### config.mk
export PLATFORM = sky130hd
export DESIGN_NAME = upstream_port_sink
export DESIGN_NICKNAME = d
export VERILOG_FILES = /design/src/rtl/upstream_port_sink.sv
export SDC_FILE = /design/constraint.sdc
export NUM_CORES = 1
export LEC_CHECK = 0
export BUFFER_PORTS_ARGS = -buffer_cell sky130_fd_sc_hd__buf_2
export CORE_MARGIN = 2
export CORE_UTILIZATION = 41
export DETAILED_ROUTE_END_ITERATION = 12
export PLACE_DENSITY = 0.67
export SLEW_MARGIN = 20
export SYNTH_ARGS = -nofsm -noshare
export SYNTH_HDL_FRONTEND = slang
export SYNTH_SLANG_ARGS = --single-unit
### constraint.sdc
create_clock -name clk -period 12.95 [get_ports clk]
set_clock_uncertainty 0.1 [all_clocks]
set_input_delay 0.6475 -clock clk [delete_from_list [all_inputs] [get_ports clk]]
set_output_delay 0.6475 -clock clk [all_outputs]
set_load 0.1 [all_outputs]
### src/rtl/upstream_port_sink.sv
// Sink endpoint for one switch upstream port: parses header/payload/checksum
// frames and forwards only checksum-verified payload. Optional counters: UPSTREAM_SINK_STATS_EN.
module upstream_port_sink #(
  parameter int DEPTH   = 64,
  parameter int MAX_LEN = 32
) (
  input  logic        clk,
  input  logic        reset,
  input  logic        up_valid,
  input  logic [7:0]  up_data,
  output logic        up_ready,
  output logic        pkt_valid,
  output logic [7:0]  pkt_data,
  output logic        pkt_last,
  input  logic        pkt_ready,
  output logic        err,
  output logic [1:0]  err_code,
  output logic [15:0] pkt_cnt,
  output logic [15:0] err_cnt
);

  localparam int AW = $clog2(DEPTH);
  localparam int PW = AW + 1;

  typedef enum logic [1:0] {
    S_HDR  = 2'd0,
    S_PAY  = 2'd1,
    S_CSUM = 2'd2,
    S_DROP = 2'd3
  } state_e;

  localparam logic [1:0] ERR_LEN_ZERO = 2'b01;
  localparam logic [1:0] ERR_LEN_BIG  = 2'b10;
  localparam logic [1:0] ERR_CSUM     = 2'b11;

  state_e         r_state;
  state_e         w_state_nxt;
  logic [8:0]     r_mem [DEPTH];
  logic [PW-1:0]  r_wr_ptr;
  logic [PW-1:0]  r_commit_ptr;
  logic [PW-1:0]  r_rd_ptr;
  logic [PW-1:0]  w_free;
  logic [7:0]     r_rem;
  logic [7:0]     r_csum;
  logic [8:0]     r_drop_cnt;
  logic           r_err;
  logic [1:0]     r_err_code;
  logic [8:0]     w_rd_entry;

  logic           w_up_ready;
  logic           w_up_beat;
  logic           w_rd_beat;
  logic           w_wr_en;
  logic           w_commit;
  logic           w_rollback;
  logic           w_err_set;
  logic [1:0]     w_err_code_nxt;
  logic           w_len_zero;
  logic           w_len_big;

  // free is based on the registered rd_ptr, so a read frees space one cycle later
  assign w_free     = PW'(DEPTH) - (r_wr_ptr - r_rd_ptr);
  assign w_len_zero = (up_data == 8'd0);
  assign w_len_big  = ({1'b0, up_data} > 9'(MAX_LEN));

  // Ready depends only on state and occupancy, never on up_valid.
  always_comb begin
    w_up_ready = 1'b1;
    if (r_state == S_PAY) w_up_ready = (w_free != '0);
  end

  assign up_ready  = reset & w_up_ready;
  assign w_up_beat = up_valid & up_ready;

  assign w_rd_entry = r_mem[r_rd_ptr[AW-1:0]];
  assign pkt_valid  = (r_commit_ptr != r_rd_ptr);
  assign pkt_data   = pkt_valid ? w_rd_entry[7:0] : 8'h00;
  assign pkt_last   = pkt_valid & w_rd_entry[8];
  assign w_rd_beat  = pkt_valid & pkt_ready;

  assign err      = r_err;
  assign err_code = r_err_code;

  // NOTE: sequential state uses <= only, so every register samples pre-edge values.
  always_ff @(posedge clk or negedge reset) begin
    if (!reset) r_state <= S_HDR;
    else        r_state <= w_state_nxt;
  end

  // NOTE: every signal gets a default first, so no branch can infer a latch.
  always_comb begin
    w_state_nxt    = r_state;
    w_wr_en        = 1'b0;
    w_commit       = 1'b0;
    w_rollback     = 1'b0;
    w_err_set      = 1'b0;
    w_err_code_nxt = r_err_code;
    case (r_state)
      S_HDR: begin
        if (w_up_beat) begin
          if (w_len_zero) begin
            w_err_set      = 1'b1;
            w_err_code_nxt = ERR_LEN_ZERO;
          end else if (w_len_big) begin
            w_err_set      = 1'b1;
            w_err_code_nxt = ERR_LEN_BIG;
            w_state_nxt    = S_DROP;
          end else begin
            w_state_nxt = S_PAY;
          end
        end
      end
      S_PAY: begin
        if (w_up_beat) begin
          w_wr_en = 1'b1;
          if (r_rem == 8'd1) w_state_nxt = S_CSUM;
        end
      end
      S_CSUM: begin
        if (w_up_beat) begin
          if (up_data == r_csum) begin
            w_commit = 1'b1;
          end else begin
            w_rollback     = 1'b1;
            w_err_set      = 1'b1;
            w_err_code_nxt = ERR_CSUM;
          end
          w_state_nxt = S_HDR;
        end
      end
      S_DROP: begin
        if (w_up_beat && r_drop_cnt == 9'd1) w_state_nxt = S_HDR;
      end
      default: w_state_nxt = S_HDR;
    endcase
  end

  // NOTE: the payload RAM is not reset; the pointers alone define which entries are live.
  always_ff @(posedge clk) begin
    if (w_wr_en) r_mem[r_wr_ptr[AW-1:0]] <= {(r_rem == 8'd1), up_data};
  end

  // Rollback only rewinds wr_ptr to commit_ptr, which never lies behind rd_ptr.
  always_ff @(posedge clk or negedge reset) begin
    if (!reset) begin
      r_wr_ptr     <= '0;
      r_commit_ptr <= '0;
      r_rd_ptr     <= '0;
    end else begin
      if (w_wr_en)         r_wr_ptr <= r_wr_ptr + 1'b1;
      else if (w_rollback) r_wr_ptr <= r_commit_ptr;
      if (w_commit)  r_commit_ptr <= r_wr_ptr;
      if (w_rd_beat) r_rd_ptr     <= r_rd_ptr + 1'b1;
    end
  end

  always_ff @(posedge clk or negedge reset) begin
    if (!reset) begin
      r_rem      <= '0;
      r_csum     <= '0;
      r_drop_cnt <= '0;
    end else if (w_up_beat) begin
      case (r_state)
        S_HDR: begin
          r_rem      <= up_data;
          r_csum     <= up_data;
          r_drop_cnt <= {1'b0, up_data} + 9'd1;
        end
        S_PAY: begin
          r_rem  <= r_rem - 8'd1;
          r_csum <= r_csum ^ up_data;
        end
        S_DROP:  r_drop_cnt <= r_drop_cnt - 9'd1;
        default: ;
      endcase
    end
  end

  always_ff @(posedge clk or negedge reset) begin
    if (!reset) begin
      r_err      <= 1'b0;
      r_err_code <= 2'b00;
    end else begin
      r_err      <= w_err_set;
      r_err_code <= w_err_code_nxt;
    end
  end

`ifdef UPSTREAM_SINK_STATS_EN
  logic [15:0] r_pkt_cnt;
  logic [15:0] r_err_cnt;

  // Both counters stick at all-ones rather than wrapping.
  always_ff @(posedge clk or negedge reset) begin
    if (!reset) begin
      r_pkt_cnt <= '0;
      r_err_cnt <= '0;
    end else begin
      if (w_commit && r_pkt_cnt != 16'hFFFF)  r_pkt_cnt <= r_pkt_cnt + 16'd1;
      if (w_err_set && r_err_cnt != 16'hFFFF) r_err_cnt <= r_err_cnt + 16'd1;
    end
  end

  assign pkt_cnt = r_pkt_cnt;
  assign err_cnt = r_err_cnt;
`else
  assign pkt_cnt = 16'h0000;
  assign err_cnt = 16'h0000;
`endif

endmodule
# Word-level counts from Yosys, hierarchy flattened

Memory sizes are Yosys's and may differ from the RTL's.
Cells that the tools add are included.

Memories kept: 1
Bits in writable memories: 576
Register bits after elaboration: 51
Logic and storage cells: 85

Memories:

| memory | words | width | read ports | clocked after memory_dff | wr ports | RTL line | text |
|---|---|---|---|---|---|---|---|
| r_mem  | 64    | 9     | 1          | 0                        | 1        | 38       | `logic [8:0] r_mem [DEPTH];` |

Reductions and logical operators: 12
Bitwise gates (word level): 5
Mux-type cells: 35
Order comparisons: 1
Add/sub/neg operators: 7
Equal/unequal tests: 15

Operators with widths:

| cell                | number |
|---|---|
| $pmux 8 s2          | 2 |
| $mux 2              | 12 |
| $pmux 9 s2          | 1 |
| $add 7x1->7 const B | 2 |
| $mux 1              | 14 |
| $mux 7              | 2 |
| $ne 2x2->1 const B  | 6 |
| $add 8x1->9 const B | 1 |
| $eq 9x1->1 const B  | 1 |
| $sub 9x1->9 const B | 1 |
| $eq 8x1->1 const B  | 1 |
| $eq 8x8->1          | 1 |
| $gt 8x6->1 const B  | 1 |
| $logic_not 8->1     | 1 |
| $mux 8              | 1 |
| $pmux 2 s4          | 1 |
| $reduce_bool 2->1   | 4 |
| $sub 8x1->8 const B | 1 |
| $xor 8x8->8         | 1 |
| $ne 7x7->1          | 1 |
| $reduce_bool 7->1   | 1 |
| $sub 7x7->7         | 1 |
| $sub 7x7->7 const A | 1 |
| $reduce_and 6->1    | 1 |
| other kinds (11)    | 16 |

# Longest topological paths before layout

Gate-level depths: netlist of the first run.

Depth in word-level cells: 10
Gate-level depth with buffers: 19
Depth with buffers taken out: 13

# Worst setup path before layout of the first run

Ideal clock, no wire load.

Kind: register to output
From: register r_rd_ptr[0]
To: output pkt_data[0]
Arrival time: 3.857 ns
Path slack: 8.346 ns
Stages on the path, launching flop included: 11
Required time: 12.202 ns
Cells stage by stage: dfrtp_1 > buf_2 > buf_6 > xor2_1 > nor2_1 > nand4_1 > and2_1 > buf_1 > clkbuf_1 > a21oi_1 > o21ai_1

Cells in the longest elaborated chain, start to end: 2
Elaborated cells between the ends (all ways): 3

RTL lines:

| what                   | RTL line | text |
|---|---|---|
| from (decl)            | 41       | `logic [PW-1:0] r_rd_ptr;` |
| from (signal assigned) | 153      | `if (w_rd_beat) r_rd_ptr <= r_rd_ptr + 1'b1;` |
| $ne 7x7->1             | 76       | `assign pkt_valid = (r_commit_ptr != r_rd_ptr);` |
| via pkt_valid          | 12       | `output logic pkt_valid,` |
| $mux 8                 | 77       | `assign pkt_data = pkt_valid ? w_rd_entry[7:0] : 8'h00;` |
| to (decl)              | 13       | `output logic [7:0] pkt_data,` |

The timed path passes the listed nets, and every way through them passes these cells.

# Worst setup path in the final report of the first run

From: register r_rd_ptr[1]
To: output pkt_data[6]

Cells in the longest elaborated chain, start to end: 2
Elaborated cells between the ends (all ways): 3

RTL lines:

| what                                       | RTL line |
|---|---|
| $mem_v2 64x9 or $ne 7x7->1 (tied branches) | -- |
| $mux 8 (*)                                 | 77 |

Every way passes the cells marked *; elsewhere a longest branch is shown, timed or not.

==> impl_metrics.tcl, run 1 <==
set metrics [dict create \
    fin_crit_ps 5460 \
    worstHoldPathType "in -> async" \
    synth_cell_type_count 64 \
    cts_setup_buffers 0 \
    path_clk_slew_ps 60 \
    wl_per_cell_um 26.4 \
    cts_tree "built" \
    synth_ff_type "edfxtp_1" \
    numClockSinks 627 \
    syn_to_final_growth_pct 11.7 \
    async_flop_share 0.0813 \
    finalHoldViolCount 0 \
    synth_edf_count 576 \
    routed_via_density 5.81 \
    synth_cells 1445 \
    clkPwrFrac 0.299 \
    synth_warnings 0 \
    die_x_um 257 \
    cts_hold_buf 0 \
    switching_share 0.354 \
    ir_drop_uv 168 \
    crit_path_start_kind "flop" \
    maxCapViolCount 0 \
    power_leakage_nw 9.52 \
    dp_slack_ps 7570 \
    ctsResizeCount 0 \
    post-route-period-util 0.422 \
    grt_setup_unrepaired "false" \
    p_int_mw 4.27 \
    final_antenna_net_count 0 \
    num_vias 13700 \
    numCtsBuffers 66 \
    grt_pass1_wl_um 92600 \
    p_total_mw 6.61 \
    dpl_cell_area_sq_um 27000 \
    r2r_slack_ps 7630 \
    slowest_stage "dfrtp_4" \
    final_core_util 0.464 \
    slew_viol_final 0 \
    drt_iter0_drc 1726 \
    final_common_cell "edfxtp_1" \
    fin_area_sq_um 29200 \
    crit_chain "buf_4 > mux4_2 > o22ai_1 > nor3_1 > a21oi_1 > o21ai_1 > buf_2" \
    die_y_um 257 \
    synth_top_area_frac 0.661 \
    grt_pass1_vias 13500 \
    syn_area_sq_um 26200 \
    seq_power_share 0.369 \
    dpl.cell_count 2245 \
    coreArea_sq_um 63100 \
    start_util 0.415 \
    clock.fmax_ghz 0.183 \
    row_count 92 \
    grt_usage 0.191 \
    io_buffers 25 \
    ys_ff_latch 627 \
    p_per_area_nw_per_um2 226 \
    place_congestion 0.836 \
    fin_setup_tns_ps 0 \
    clock_latency_ps 600 \
    antenna_cells 0 \
    cp.arrival_ps 4720 \
    num-fill-cells 5274 \
    crit_path_max_fanout 76 \
    io_pins 58 \
    fin_cells 2363 \
    worst_slew_pin_slew_ps 1050 \
    whs_ps 113 \
    grt_max_degree 119 \
    setup_violations 0 \
    die_area_sq_um 65900 \
    drc 0 \
    status "finished clean" \
    crit_required_ps 12200 \
    fin_ws_ps 7490 \
    dr.pass1.iters 5 \
    overflow 0 \
    crit_type "reg -> out" \
    fin_nets 1503 \
    netlist_top_cells_area "edfxtp_1 (66%), mux4_2 (14%), dfrtp_1 (4.9%)" \
    combPwrFrac 0.331 \
    dp_hpwl_um 37000 \
    htreeDepth 3 \
    cpPeakStageDelay_ps 1110 \
    syn_avg_cell_area_sq_um 18.1 \
    cts_root_buf "clkbuf_16" \
    synth_top_cell_by_area "edfxtp_1" \
    critPathCaptureType "primary output" \
    layout_common_cells "edfxtp_1 (576), mux4_2 (162), nor2_1 (109)" \
    yosysSeqAreaShare 0.709 \
    antenna_found_initial 2 \
    slew_headroom 0.301 \
    clockBufferDepth 3 \
    drive_above_1_share 0.219 \
    wl_um 62300 \
    p_switching_mw 2.34 \
]
-- power groups by stage --
stage | combinational [mW] | clock [mW] | sequential (mW)
floorplan | 1.75 | 0 | 2.38
global placement | 2.17 | 0 | 2.47
detailed placement | 2.19 | 0 | 2.48
CTS | 2.20 | 2.01 | 2.44
global route | 2.34 | 2.08 | 2.46
finish | 2.19 | 1.98 | 2.44
-- area by class of cell --
class                           instances  area [sq um]  share of cell area
Clock buffer                           74          1720              0.0590
Inverter                               28           105             0.00359
Timing Repair Buffer                   41           258             0.00881
Multi-Input combinational cell        703          6970               0.238
Tap cell                              846          1060              0.0362
Sequential cell                       627         18600               0.635
Clock inverter                         44           548              0.0187
-- cells by family after synthesis --
logic type | share of synthesized area
muxes | 0.147
other | 0.000143
adders and majority gates | 0.0118
DFF | 0.709
buffers and inverters | 0.0290
AOI/OAI and AO/OA | 0.0428
and+or+nand+nor | 0.0494
xor gates and xnor gates | 0.0104
-- routing by layer --
layer | track usage | vias to the layer above | part of all wire
met1 | 0.276 | 7103 | 0.42
li1 | - | 5798 | -
met3 | 0.0427 | 101 | 0.089
met5 | 0 | - | 0.00021
met4 | 0.0628 | 2 | 0.028
met2 | 0.286 | 715 | 0.46
-- worst max-delay path: cells and delay by family (launching register included) --
family | cells | cell delay (ps)
buffers and inverters | 2 | 1450
DFF | 1 | 1110
AOI/OAI and AO/OA | 3 | 600
and+or+nand+nor | 1 | 510
muxes | 1 | 390
-- final timing paths --
check	from	end	cells after the start
setup / recovery	r_rd_ptr[1]	pkt_data[6]	7
hold / removal	reset	r_state[0]	2
setup reg to reg	r_rd_ptr[1]	r_mem[53][3]	11
hold reg to reg	err_code[0]	err_code[0]	1
max in group asynchronous	reset	r_rd_ptr[1]	2
min in group clk	up_data[5]	r_mem[13][5]	1
-- flip-flops by register name, indices dropped and copies added, names as in the netlist --
name          cells
r_commit_ptr      7
err               1
r_wr_ptr          7
r_drop_cnt        9
r_rd_ptr          7
err_code          2
r_rem             8
r_state           2
r_mem           576
r_csum            8
-- synthesized netlist by cell type, drive strengths merged (22+ instances only) --
library cell / count
nand3: 37
edfxtp: 576
buf: 76
nor3: 22
o22ai: 26
nor2: 111
inv: 28
a21oi: 52
ha: 23
dfrtp: 51
nand2: 36
mux4: 162
o21ai: 33
clkbuf: 42
No activity file was read; power rests on OpenSTA's default activity.
==> run 2, diff against run 1 <==
clock period = 5.48 ns   (was 12.95 ns; I/O delays follow)
==> run 2 against run 1 <==
Register-to-register slack worse by 7200 ps. Final cell count is 1.2% higher. Global-route usage is 1.1 points lower. Power is 130% higher. Sequential share of layout area is 0.087 points lower. Critical path depth is 5 higher. Wire length is 5.0% lower. Largest power group unchanged.
==> impl_metrics.tcl, run 2 (same netlist as run 1, synthesis figures left out) <==
set metrics [dict create \
    clock_latency_ps 620 \
    antenna_found_initial 2 \
    wl_per_cell_um 24.7 \
    finalHoldViolCount 0 \
    cpPeakStageDelay_ps 900 \
    p_per_area_nw_per_um2 521 \
    critPathCaptureType "flop" \
    fin_cells 2391 \
    io_pins 58 \
    crit_required_ps 5620 \
    hold_depth 1 \
    crit_path_start_kind "flop" \
    place_congestion 0.830 \
    start_util 0.415 \
    seqCellArea_sq_um 18600 \
    routed_via_density 5.65 \
    grt_pass1_wl_um 88200 \
    crit_chain "inv_1 > ha_1 > ha_1 > inv_1 > fa_1 > nor2b_1 > nor4_1 > o211a_1 > o221ai_4 > and4_1 > nand3_1 > nor2_1" \
    fin_crit_ps 5060 \
    final_common_cell "edfxtp_1" \
    path_clk_slew_ps 60 \
    power_leakage_nw 9.56 \
    fin_setup_tns_ps 0 \
    cts_tree "built" \
    num_vias 13500 \
    htreeDepth 2 \
    post-route-period-util 0.924 \
    hold_path_end "r_mem[10][3]" \
    coreArea_sq_um 63100 \
    io_buffers 25 \
    syn_to_final_growth_pct 11.9 \
    numClockSinks 627 \
    setup_violations 0 \
    cts_root_buf "clkbuf_16" \
    numCtsBuffers 61 \
    slowest_stage "nor2_1" \
    largest_reg_flops 576 \
    crit_buf_inv 2 \
    slew_headroom 0.332 \
    final_antenna_net_count 0 \
    ctsResizeCount 0 \
    grt_max_degree 150 \
    worst_slew_pin_slew_ps 1000 \
    overflow 0 \
    maxCapViolCount 0 \
    dpl.cell_count 2271 \
    crit_cells 12 \
    clock.fmax_ghz 0.197 \
    r2r_slack_ps 420 \
    wl_um 59200 \
    status "finished clean" \
    drc 0 \
    reg2reg_from "r_wr_ptr[1]" \
    row_count 92 \
    dp_hpwl_um 35300 \
    multi_input_area_sq_um 6960 \
    drive_above_1_share 0.233 \
    reg2reg_to "r_mem[45][3]" \
    grt_setup_unrepaired "false" \
    drt_iter0_drc 1444 \
    cp.arrival_ps 5210 \
    crit_type "reg -> reg" \
    p_total_mw 15.3 \
    layout_common_cells "edfxtp_1 (576), mux4_2 (162), nor2_1 (109)" \
    fin_nets 1528 \
    dr.pass1.iters 6 \
    grt_pass1_vias 13500 \
    rr_worst_depth 12 \
    slew_viol_final 0 \
    crit_path_max_fanout 15 \
    grt_usage 0.180 \
    die_x_um 257 \
    num-fill-cells 5274 \
    crit_family "simple AND/OR/NAND/NOR gates" \
    worstHoldPathType "in -> reg" \
    clockBufferDepth 3 \
    die_y_um 257 \
    hold_path.startpoint "up_data[3]" \
    ir_drop_uv 455 \
    die_area_sq_um 65900 \
]
-- run 2: changes by cell type in the layout (fill, tap and decap cells not counted), moves of 4 or more --
cell and delta:
buf_4 +25, clkinvlp_4 +7, clkinv_2 +5, clkbuf_16 -6, inv_6 -4, dlygate4sd3_1 +4
-- run 2: repair_timing --
action | CTS | global route
hold buffers | 4 | 0
buffers inserted | 0 | 0
endpoints found under the setup margin | 0 | 0
hold endpoints to repair | 56 | 0
-- run 2: area by class of cell --
cell class | count | share of cell area
Antenna cell | 1 | 0.0000855
Clock buffer | 67 | 0.0536
Clock inverter | 48 | 0.0169
Inverter | 28 | 0.00359
Multi-Input combinational cell | 703 | 0.238
Sequential cell | 627 | 0.635
Tap cell | 846 | 0.0361
Timing Repair Buffer | 71 | 0.0173
-- run 2: routing by layer --
layer / share of wire / vias up / routed length, um / global-route usage
met3: 0.075 / 85 / 4410 / 0.0326
met1: 0.42 / 7040 / 24900 / 0.253
met4: 0.023 / 2 / 1360 / 0.0505
li1: - / 5862 / - / -
met5: 0.00022 / - / 13 / 0
met2: 0.48 / 509 / 28500 / 0.289
-- run 2: through the flow --
stage / util / instance area (sq um) / setup WS (ps) / hold WS (ps)
final: 0.464 / 29300 / 416 / 60.4
after global routing: 0.464 / 29300 / 179 / 38.8
after CTS: 0.464 / 29300 / 458 / 36.6
after detailed placement: 0.431 / 27200 / 437 / 405
after global placement: 0.431 / 27200 / 712 / 396
after floorplan: - / 26300 / 1250 / -122
-- run 2: report_power, final --
group | total, mW | internal (mW) | switching (mW) | leakage, nW
registers | 5.57 | 5.38 | 0.186 | 5.92
logic | 5.41 | 1.92 | 3.49 | 2.66
clock network | 4.28 | 2.46 | 1.82 | 0.991
total | 15.3 | 9.76 | 5.50 | 9.56
-- run 2: worst max path at each step --
stage                start      endpoint  slack, ps
2_1_floorplan  r_rd_ptr[0]   pkt_data[0]       1250
3_3_place_gp   r_wr_ptr[1]  r_mem[45][3]        710
3_5_place_dp   r_wr_ptr[1]  r_mem[45][2]        440
4_1_cts        r_wr_ptr[1]  r_mem[45][5]        460
5_1_grt        r_wr_ptr[1]  r_mem[45][3]        180
6_report       r_wr_ptr[1]  r_mem[45][3]        420
